<file path="src/rtl/mips_cpu_ctrl_slave.sv">
// mips_cpu_ctrl_slave: AXI4-Lite control window for the MIPS core (RUN bit, cycle/retire counters, scratch).
// Revision: 1.0
`default_nettype none

module mips_cpu_ctrl_slave #(
  parameter int ADDR_W = 12,
  parameter int DATA_W = 32
) (
  input  logic                  mips_cpu_clk,
  input  logic                  mips_cpu_reset,
  input  logic [ADDR_W-1:0]     s_awaddr,
  input  logic                  s_awvalid,
  output logic                  s_awready,
  input  logic [DATA_W-1:0]     s_wdata,
  input  logic [DATA_W/8-1:0]   s_wstrb,
  input  logic                  s_wvalid,
  output logic                  s_wready,
  output logic [1:0]            s_bresp,
  output logic                  s_bvalid,
  input  logic                  s_bready,
  input  logic [ADDR_W-1:0]     s_araddr,
  input  logic                  s_arvalid,
  output logic                  s_arready,
  output logic [DATA_W-1:0]     s_rdata,
  output logic [1:0]            s_rresp,
  output logic                  s_rvalid,
  input  logic                  s_rready,
  input  logic                  cpu_inst_retire,
  output logic                  cpu_reset
);

  localparam int IDX_W = ADDR_W - 2;
  localparam logic [IDX_W-1:0] IDX_CTRL    = IDX_W'(0);
  localparam logic [IDX_W-1:0] IDX_CYCLE   = IDX_W'(1);
  localparam logic [IDX_W-1:0] IDX_INST    = IDX_W'(2);
  localparam logic [IDX_W-1:0] IDX_SCRATCH = IDX_W'(3);
  localparam logic [1:0] RESP_OKAY   = 2'b00;
  localparam logic [1:0] RESP_SLVERR = 2'b10;

  typedef enum logic {W_IDLE = 1'b0, W_RESP = 1'b1} w_state_e;
  typedef enum logic {R_IDLE = 1'b0, R_RESP = 1'b1} r_state_e;

  w_state_e            w_state_q;
  r_state_e            r_state_q;
  logic                run_q, run_d;
  logic [DATA_W-1:0]   cyc_q, cyc_d;
  logic [DATA_W-1:0]   inst_q, inst_d;
  logic [DATA_W-1:0]   scratch_q, scratch_d;
  logic [1:0]          bresp_q, bresp_d;
  logic [1:0]          rresp_q, rresp_d;
  logic [DATA_W-1:0]   rdata_q, rdata_d;
  logic [IDX_W-1:0]    w_idx, r_idx;
  logic                wr_fire, rd_fire;
  logic                unused_addr_lsbs;

  assign w_idx   = s_awaddr[ADDR_W-1:2];
  assign r_idx   = s_araddr[ADDR_W-1:2];
  assign unused_addr_lsbs = ^{s_awaddr[1:0], s_araddr[1:0]};

  // Address and data are only taken together, so neither channel is ever half-accepted.
  assign wr_fire   = (w_state_q == W_IDLE) & s_awvalid & s_wvalid;
  assign rd_fire   = (r_state_q == R_IDLE) & s_arvalid;
  assign s_awready = wr_fire;
  assign s_wready  = wr_fire;
  assign s_bvalid  = (w_state_q == W_RESP);
  assign s_bresp   = bresp_q;
  assign s_arready = (r_state_q == R_IDLE);
  assign s_rvalid  = (r_state_q == R_RESP);
  assign s_rresp   = rresp_q;
  assign s_rdata   = rdata_q;
  assign cpu_reset = mips_cpu_reset | ~run_q;

  always_comb begin
    run_d     = run_q;
    scratch_d = scratch_q;
    bresp_d   = bresp_q;
    if (wr_fire) begin
      bresp_d = RESP_OKAY;
      case (w_idx)
        IDX_CTRL:    if (s_wstrb[0]) run_d = s_wdata[0];
        IDX_CYCLE,
        IDX_INST:    ;
        IDX_SCRATCH: begin
          for (int b = 0; b < DATA_W/8; b++) begin
            if (s_wstrb[b]) scratch_d[8*b +: 8] = s_wdata[8*b +: 8];
          end
        end
        default:     bresp_d = RESP_SLVERR;
      endcase
    end
  end

  // A RUN rising edge restarts both counters; that clear takes priority over counting.
  always_comb begin
    cyc_d  = cyc_q;
    inst_d = inst_q;
    if (run_d & ~run_q) begin
      cyc_d  = '0;
      inst_d = '0;
    end else if (run_q) begin
      cyc_d = cyc_q + 1'b1;
      if (cpu_inst_retire) inst_d = inst_q + 1'b1;
    end
  end

  always_comb begin
    rdata_d = rdata_q;
    rresp_d = rresp_q;
    if (rd_fire) begin
      rresp_d = RESP_OKAY;
      case (r_idx)
        IDX_CTRL:    rdata_d = {{(DATA_W-1){1'b0}}, run_q};
        IDX_CYCLE:   rdata_d = cyc_q;
        IDX_INST:    rdata_d = inst_q;
        IDX_SCRATCH: rdata_d = scratch_q;
        default: begin
          rdata_d = '0;
          rresp_d = RESP_SLVERR;
        end
      endcase
    end
  end

  always_ff @(posedge mips_cpu_clk) begin
    if (mips_cpu_reset) begin
      w_state_q <= W_IDLE;
      r_state_q <= R_IDLE;
      run_q     <= 1'b0;
      cyc_q     <= '0;
      inst_q    <= '0;
      scratch_q <= '0;
      bresp_q   <= RESP_OKAY;
      rresp_q   <= RESP_OKAY;
      rdata_q   <= '0;
    end else begin
      run_q     <= run_d;
      cyc_q     <= cyc_d;
      inst_q    <= inst_d;
      scratch_q <= scratch_d;
      bresp_q   <= bresp_d;
      rresp_q   <= rresp_d;
      rdata_q   <= rdata_d;
      case (w_state_q)
        W_IDLE:  if (wr_fire)  w_state_q <= W_RESP;
        default: if (s_bready) w_state_q <= W_IDLE;
      endcase
      case (r_state_q)
        R_IDLE:  if (rd_fire)  r_state_q <= R_RESP;
        default: if (s_rready) r_state_q <= R_IDLE;
      endcase
    end
  end

endmodule

`default_nettype wire

</file>
<file path="config.mk">
export PLATFORM = sky130hd
export DESIGN_NAME = mips_cpu_ctrl_slave
export DESIGN_NICKNAME = d
export VERILOG_FILES = /design/src/rtl/mips_cpu_ctrl_slave.sv
export SDC_FILE = /design/constraint.sdc
export NUM_CORES = 1
export LEC_CHECK = 0
export ABC_AREA = 1
export CORE_ASPECT_RATIO = 1.4
export CORE_MARGIN = 1
export CORE_UTILIZATION = 40
export DETAILED_ROUTE_END_ITERATION = 7
export PLACE_DENSITY = 0.73
export REMOVE_ABC_BUFFERS = 1
export SLEW_MARGIN = 20
export SYNTH_ARGS = -nofsm -noshare
export SYNTH_HDL_FRONTEND = slang
export SYNTH_SLANG_ARGS = --single-unit
</file>
<file path="constraint.sdc">
create_clock -name mips_cpu_clk -period 3.8 [get_ports mips_cpu_clk]
set_clock_uncertainty 0.15 [all_clocks]
set_input_delay 0.57 -clock mips_cpu_clk [delete_from_list [all_inputs] [get_ports mips_cpu_clk]]
set_output_delay 0.57 -clock mips_cpu_clk [all_outputs]
set_load 0.01 [all_outputs]
</file>
==> impl_summary.md <==
Outcome
The run finished, with violations left. The final reports fail on DRC.

Placement
Port buffering added 103 buffers. Before CTS, the worst setup slack after placement is 0.944 ns. After legalization and detailed placement, the total HPWL measured 12700 um. The final estimated routing congestion in global placement is 0.885.

Die
The number of standard-cell rows in the floorplan is 55. The starting density of the core is 0.413. 110 I/O pins were placed. The area inside the core boundary is approximately 16000 um^2. The floorplan die area is 17500 um^2.

The die is 156 um tall. The die is 112 um wide.

Logic synthesis
The multiplexer area fraction after synthesis is 0. Of the total synthesized cell area, the portion taken by full adders, half adders and majority gates is 0.00370. The synthesized design contains between 100 and 150 register bits. The number of warnings printed during yosys synthesis is 0. The combinational family with the most area after synthesis is simple AND/OR/NAND/NOR gates. A synthesized cell averages 6.60 um^2. The cell accounting for the most synthesized area is sky130_fd_sc_hd__dfxtp_1.

Of the total synthesized cell area, the portion taken by XOR and XNOR cells is 0.0440. The top-area cell type share of the netlist area is 0.393. After synthesis, the cell types taking the most area are sky130_fd_sc_hd__dfxtp_1 (39%), sky130_fd_sc_hd__nand2_1 (14%), sky130_fd_sc_hd__nand3_1 (12%). In this run, distinct cell masters in the synthesized netlist total 34.

The combined area of all synthesized cells is 6770 um^2. The synthesized-area fraction occupied by ao, oa, aoi and oai cells is 0.0567. The sequential area share after synthesis is 0.393.

Of the total synthesized cell area, the portion taken by AND, OR, NAND and NOR gates is 0.411. Synthesis handed over a netlist of approximately 1000 instances.

Clock network
Clock tree synthesis selected as its root buffer the cell sky130_fd_sc_hd__clkbuf_16. The number of instances resized during post-cts repair is 0. Counting the buffers created by CTS gives 17.

The number of buffers inserted by hold repair at cts is 0. The clock slew at the register clock pins of the worst setup and hold paths is ~0.060 ns. The TritonCTS clock tree is built. The clock sink total is ~130. Counting along the longest clock path gives a buffer depth of 2.

The later pin in the worst-skew pair is clocked with a latency of 0.41 ns. The level count of the clock H-tree is 4. Once the clock tree was built, the setup fixing pass inserted 0 buffers.

STA
At the pin with the least slew margin, the transition time is 0.671 ns. The number of setup violations in the final report is 0. The final hold slack is 0.295 ns. Of the available clock period, the critical path in the final layout requires 0.734. The maximum operating frequency is ~360 MHz. The worst-case setup margin in the final layout is 1.01 ns.

Setup repair after global routing left no endpoint under its margin. The worst pin sits at a relative slew slack of 0.551. The final-report hold violation count is 0. The number of max-slew violations in the final report is 0. The routed design could run at a clock period as short as 2.79 ns.

Critical path
The number of buffers and inverters on the critical path is 4. The largest delay contributor family on the critical path is buffers and inverters. The slowest cell on the critical path is sky130_fd_sc_hd__clkdlybuf4s50_1. The number of cells traversed by the worst register-to-register path is 9.

Traced cell by cell, the critical path runs through clkdlybuf4s50_1 > clkinv_1 > buf_4 > nand2_1 > clkdlybuf4s50_1. The delay of the slowest critical-path stage is 0.58 ns. The critical path is of the in -> out type. Data arrives at the worst endpoint at ~2.1 ns. The critical path runs through a total of 5 cells. STA classifies the critical path startpoint as an input port. The highest net fanout along the worst path is 22. STA classifies the critical path endpoint as an output pin. The data required time of the worst path is 3.08 ns.

In this design, the critical path's most frequently occurring cell is sky130_fd_sc_hd__clkdlybuf4s50_1.

Drt
The detailed-route vias per instance is 5.01. After detailed routing, the total wire length is 17900 um. The remaining routing DRC violations is 1. For this block, the via count after detailed routing is 6651. The number of nets still failing antenna checks after routing is 0.

Before antenna repair, the detailed router went through 8 iterations. In the final routed layout, each cell accounts on average for 13.5 um. The iteration-0 DRC count of the detailed router is slightly below 400.

Power
The worst-case vdd ir drop is 0.000243 V. The reported net switching power is 0.686 mW. Of the total power, the share spent switching nets is 0.210. The combinational share of power is 0.050. Of the total power, the clock network draws 0.522. The internal power of the cells totals 2.58 mW. Of the total power, registers draw 0.429. The analysis attributes to cell leakage a power of 3.26 nW. The ratio of total power to cell area is 382 nW/um^2.

GRT
The wire length of the first global-routing pass is 30100 um. In the global route stage, met3 resource usage came out at 0.0354. Entering global routing, the biggest net connects between 90 and 100 pins.

The global-route congestion overflow total is 0. The initial antenna violation count is 0. In this run the most used layer during global routing was met2. The met1 usage in global routing is 0.247.

In the global route stage, met2 resource usage came out at 0.392. The overall track demand over capacity in global routing is 0.214. The number of global-route vias before repair came to between 6000 and 7000.

Layout
Counting the fill cells in the layout gives 1600. The synthesis-to-finish area growth is 26.3%. 0 antenna diodes ended up in the layout. The total number of nets in the final design is 1186.

Of the cells placed in the final design, the portion with a size suffix greater than 1 is 0.0611.

Worst hold path
The number of stages on the worst hold path is 2. In this run the worst hold path is classified as reg -> reg.

Run
Max-cap violations in this run came to 0.
final timing paths:
kind	endpoint	start	slack (ns)
min reg2reg	scratch_q[1]	scratch_q[1]	0.30
max	cpu_reset	mips_cpu_reset	1.01
min	scratch_q[1]	scratch_q[1]	0.30
max reg2reg	cyc_q[26]	s_bvalid	1.68
sequential cells by signal (all words and copies together), names as in the netlist:
name,flops
inst_q,32
scratch_q,32
s_rvalid,1
s_bvalid,1
s_rdata,32
s_bresp,1
s_rresp,1
cyc_q,32
run_q,1
per-stage QoR:
stage	util	setup TNS, ns	cells	power (mW)	instance area, um^2
finish	0.522	0	1328	3.26	8550
global route	0.522	0	1328	3.35	8550
CTS	0.522	0	1328	3.28	8550
detailed placement	0.485	0	1296	1.59	7940
global placement	0.485	0	1296	1.59	7940
floorplan	-	-13.71	981	1.48	6520
placed cells by master, fill, tap and decap left out, types with 2 or more instances in the layout:
cell type	count
sky130_fd_sc_hd__nand2_1	250
sky130_fd_sc_hd__nand3_1	168
sky130_fd_sc_hd__nor2_1	166
sky130_fd_sc_hd__dfxtp_1	133
sky130_fd_sc_hd__clkdlybuf4s50_1	103
sky130_fd_sc_hd__inv_1	91
sky130_fd_sc_hd__a21oi_1	59
sky130_fd_sc_hd__xor2_1	17
sky130_fd_sc_hd__xnor2_1	17
sky130_fd_sc_hd__clkbuf_16	17
sky130_fd_sc_hd__nand4_1	16
sky130_fd_sc_hd__o21ai_0	12
sky130_fd_sc_hd__buf_4	11
sky130_fd_sc_hd__nor3_1	8
sky130_fd_sc_hd__nor2_2	6
sky130_fd_sc_hd__nor2_4	5
sky130_fd_sc_hd__nand3b_1	4
sky130_fd_sc_hd__nand2_2	4
sky130_fd_sc_hd__or2_2	4
sky130_fd_sc_hd__clkbuf_8	4
sky130_fd_sc_hd__inv_2	3
sky130_fd_sc_hd__clkinv_2	3
sky130_fd_sc_hd__clkbuf_1	3
sky130_fd_sc_hd__bufinv_16	3
sky130_fd_sc_hd__nor3_2	2
sky130_fd_sc_hd__nor3_4	2
sky130_fd_sc_hd__and2_1	2
sky130_fd_sc_hd__ha_1	2
sky130_fd_sc_hd__conb_1	2
sky130_fd_sc_hd__buf_12	2
worst register-to-register path: stages, from the launching register on:
cell	delay [ns]
sky130_fd_sc_hd__dfxtp_1	0.35
sky130_fd_sc_hd__nor2_4	0.21
sky130_fd_sc_hd__inv_2	0.07
sky130_fd_sc_hd__nor2_2	0.10
sky130_fd_sc_hd__nand3_1	0.10
sky130_fd_sc_hd__nand2_1	0.08
sky130_fd_sc_hd__nand2_2	0.14
sky130_fd_sc_hd__inv_2	0.43
sky130_fd_sc_hd__buf_12	0.27
sky130_fd_sc_hd__nor2_1	0.09
power by group through the flow:
stage	registers, mW	logic, mW	clock network (mW)
after floorplan	1.43	0.0451	0
after global placement	1.43	0.161	0
after detailed placement	1.43	0.163	0
after CTS	1.40	0.164	1.72
after global routing	1.40	0.173	1.78
final	1.40	0.162	1.70
final cells by class:
cell class                      count  area (um^2)  area share
Inverter                           95          357      0.0417
Tap cell                          199          249      0.0291
Clock buffer                       24          492      0.0575
Sequential cell                   133         2660       0.311
Timing Repair Buffer              116         1150       0.135
Clock inverter                      8          121      0.0142
Multi-Input combinational cell    753         3520       0.411
layer usage:
layer,vias up,part of all wire
met5,-,0
met4,0,0.024
met3,28,0.037
met2,156,0.52
met1,3013,0.42
li1,3454,-
Yosys cell counts:
library cell	n
sky130_fd_sc_hd__nand2_1	250
sky130_fd_sc_hd__nor2_1	169
sky130_fd_sc_hd__nand3_1	168
sky130_fd_sc_hd__dfxtp_1	133
sky130_fd_sc_hd__inv_1	91
sky130_fd_sc_hd__a21oi_1	59
sky130_fd_sc_hd__clkbuf_1	19
sky130_fd_sc_hd__xnor2_1	17
sky130_fd_sc_hd__xor2_1	17
sky130_fd_sc_hd__nand4_1	16
sky130_fd_sc_hd__buf_2	12
sky130_fd_sc_hd__buf_4	12
sky130_fd_sc_hd__o21ai_0	12
sky130_fd_sc_hd__nor3_1	9
sky130_fd_sc_hd__nand2_2	4
sky130_fd_sc_hd__nand3b_1	4
sky130_fd_sc_hd__nor2_2	4
sky130_fd_sc_hd__nor2_4	4
sky130_fd_sc_hd__or2_2	4
sky130_fd_sc_hd__buf_6	3
sky130_fd_sc_hd__inv_2	3
sky130_fd_sc_hd__and2_1	2
sky130_fd_sc_hd__ha_1	2
sky130_fd_sc_hd__nor3_4	2
sky130_fd_sc_hd__a22oi_1	1
sky130_fd_sc_hd__and3_1	1
sky130_fd_sc_hd__clkinv_1	1
sky130_fd_sc_hd__conb_1	1
sky130_fd_sc_hd__nand3_2	1
sky130_fd_sc_hd__nor3_2	1
sky130_fd_sc_hd__nor4_1	1
sky130_fd_sc_hd__o21a_1	1
sky130_fd_sc_hd__o21bai_1	1
sky130_fd_sc_hd__o22ai_1	1
cell families (layout without fill, tap and decap cells):
group,count (synthesis),after routing
other,1,2
DFF,133,133
adders and majority gates,2,2
and+or+nand+nor,640,640
AOI/OAI and AO/OA,75,75
buffers and inverters,141,243
xor gates and xnor gates,34,34
(Power assumes the default switching activity.)
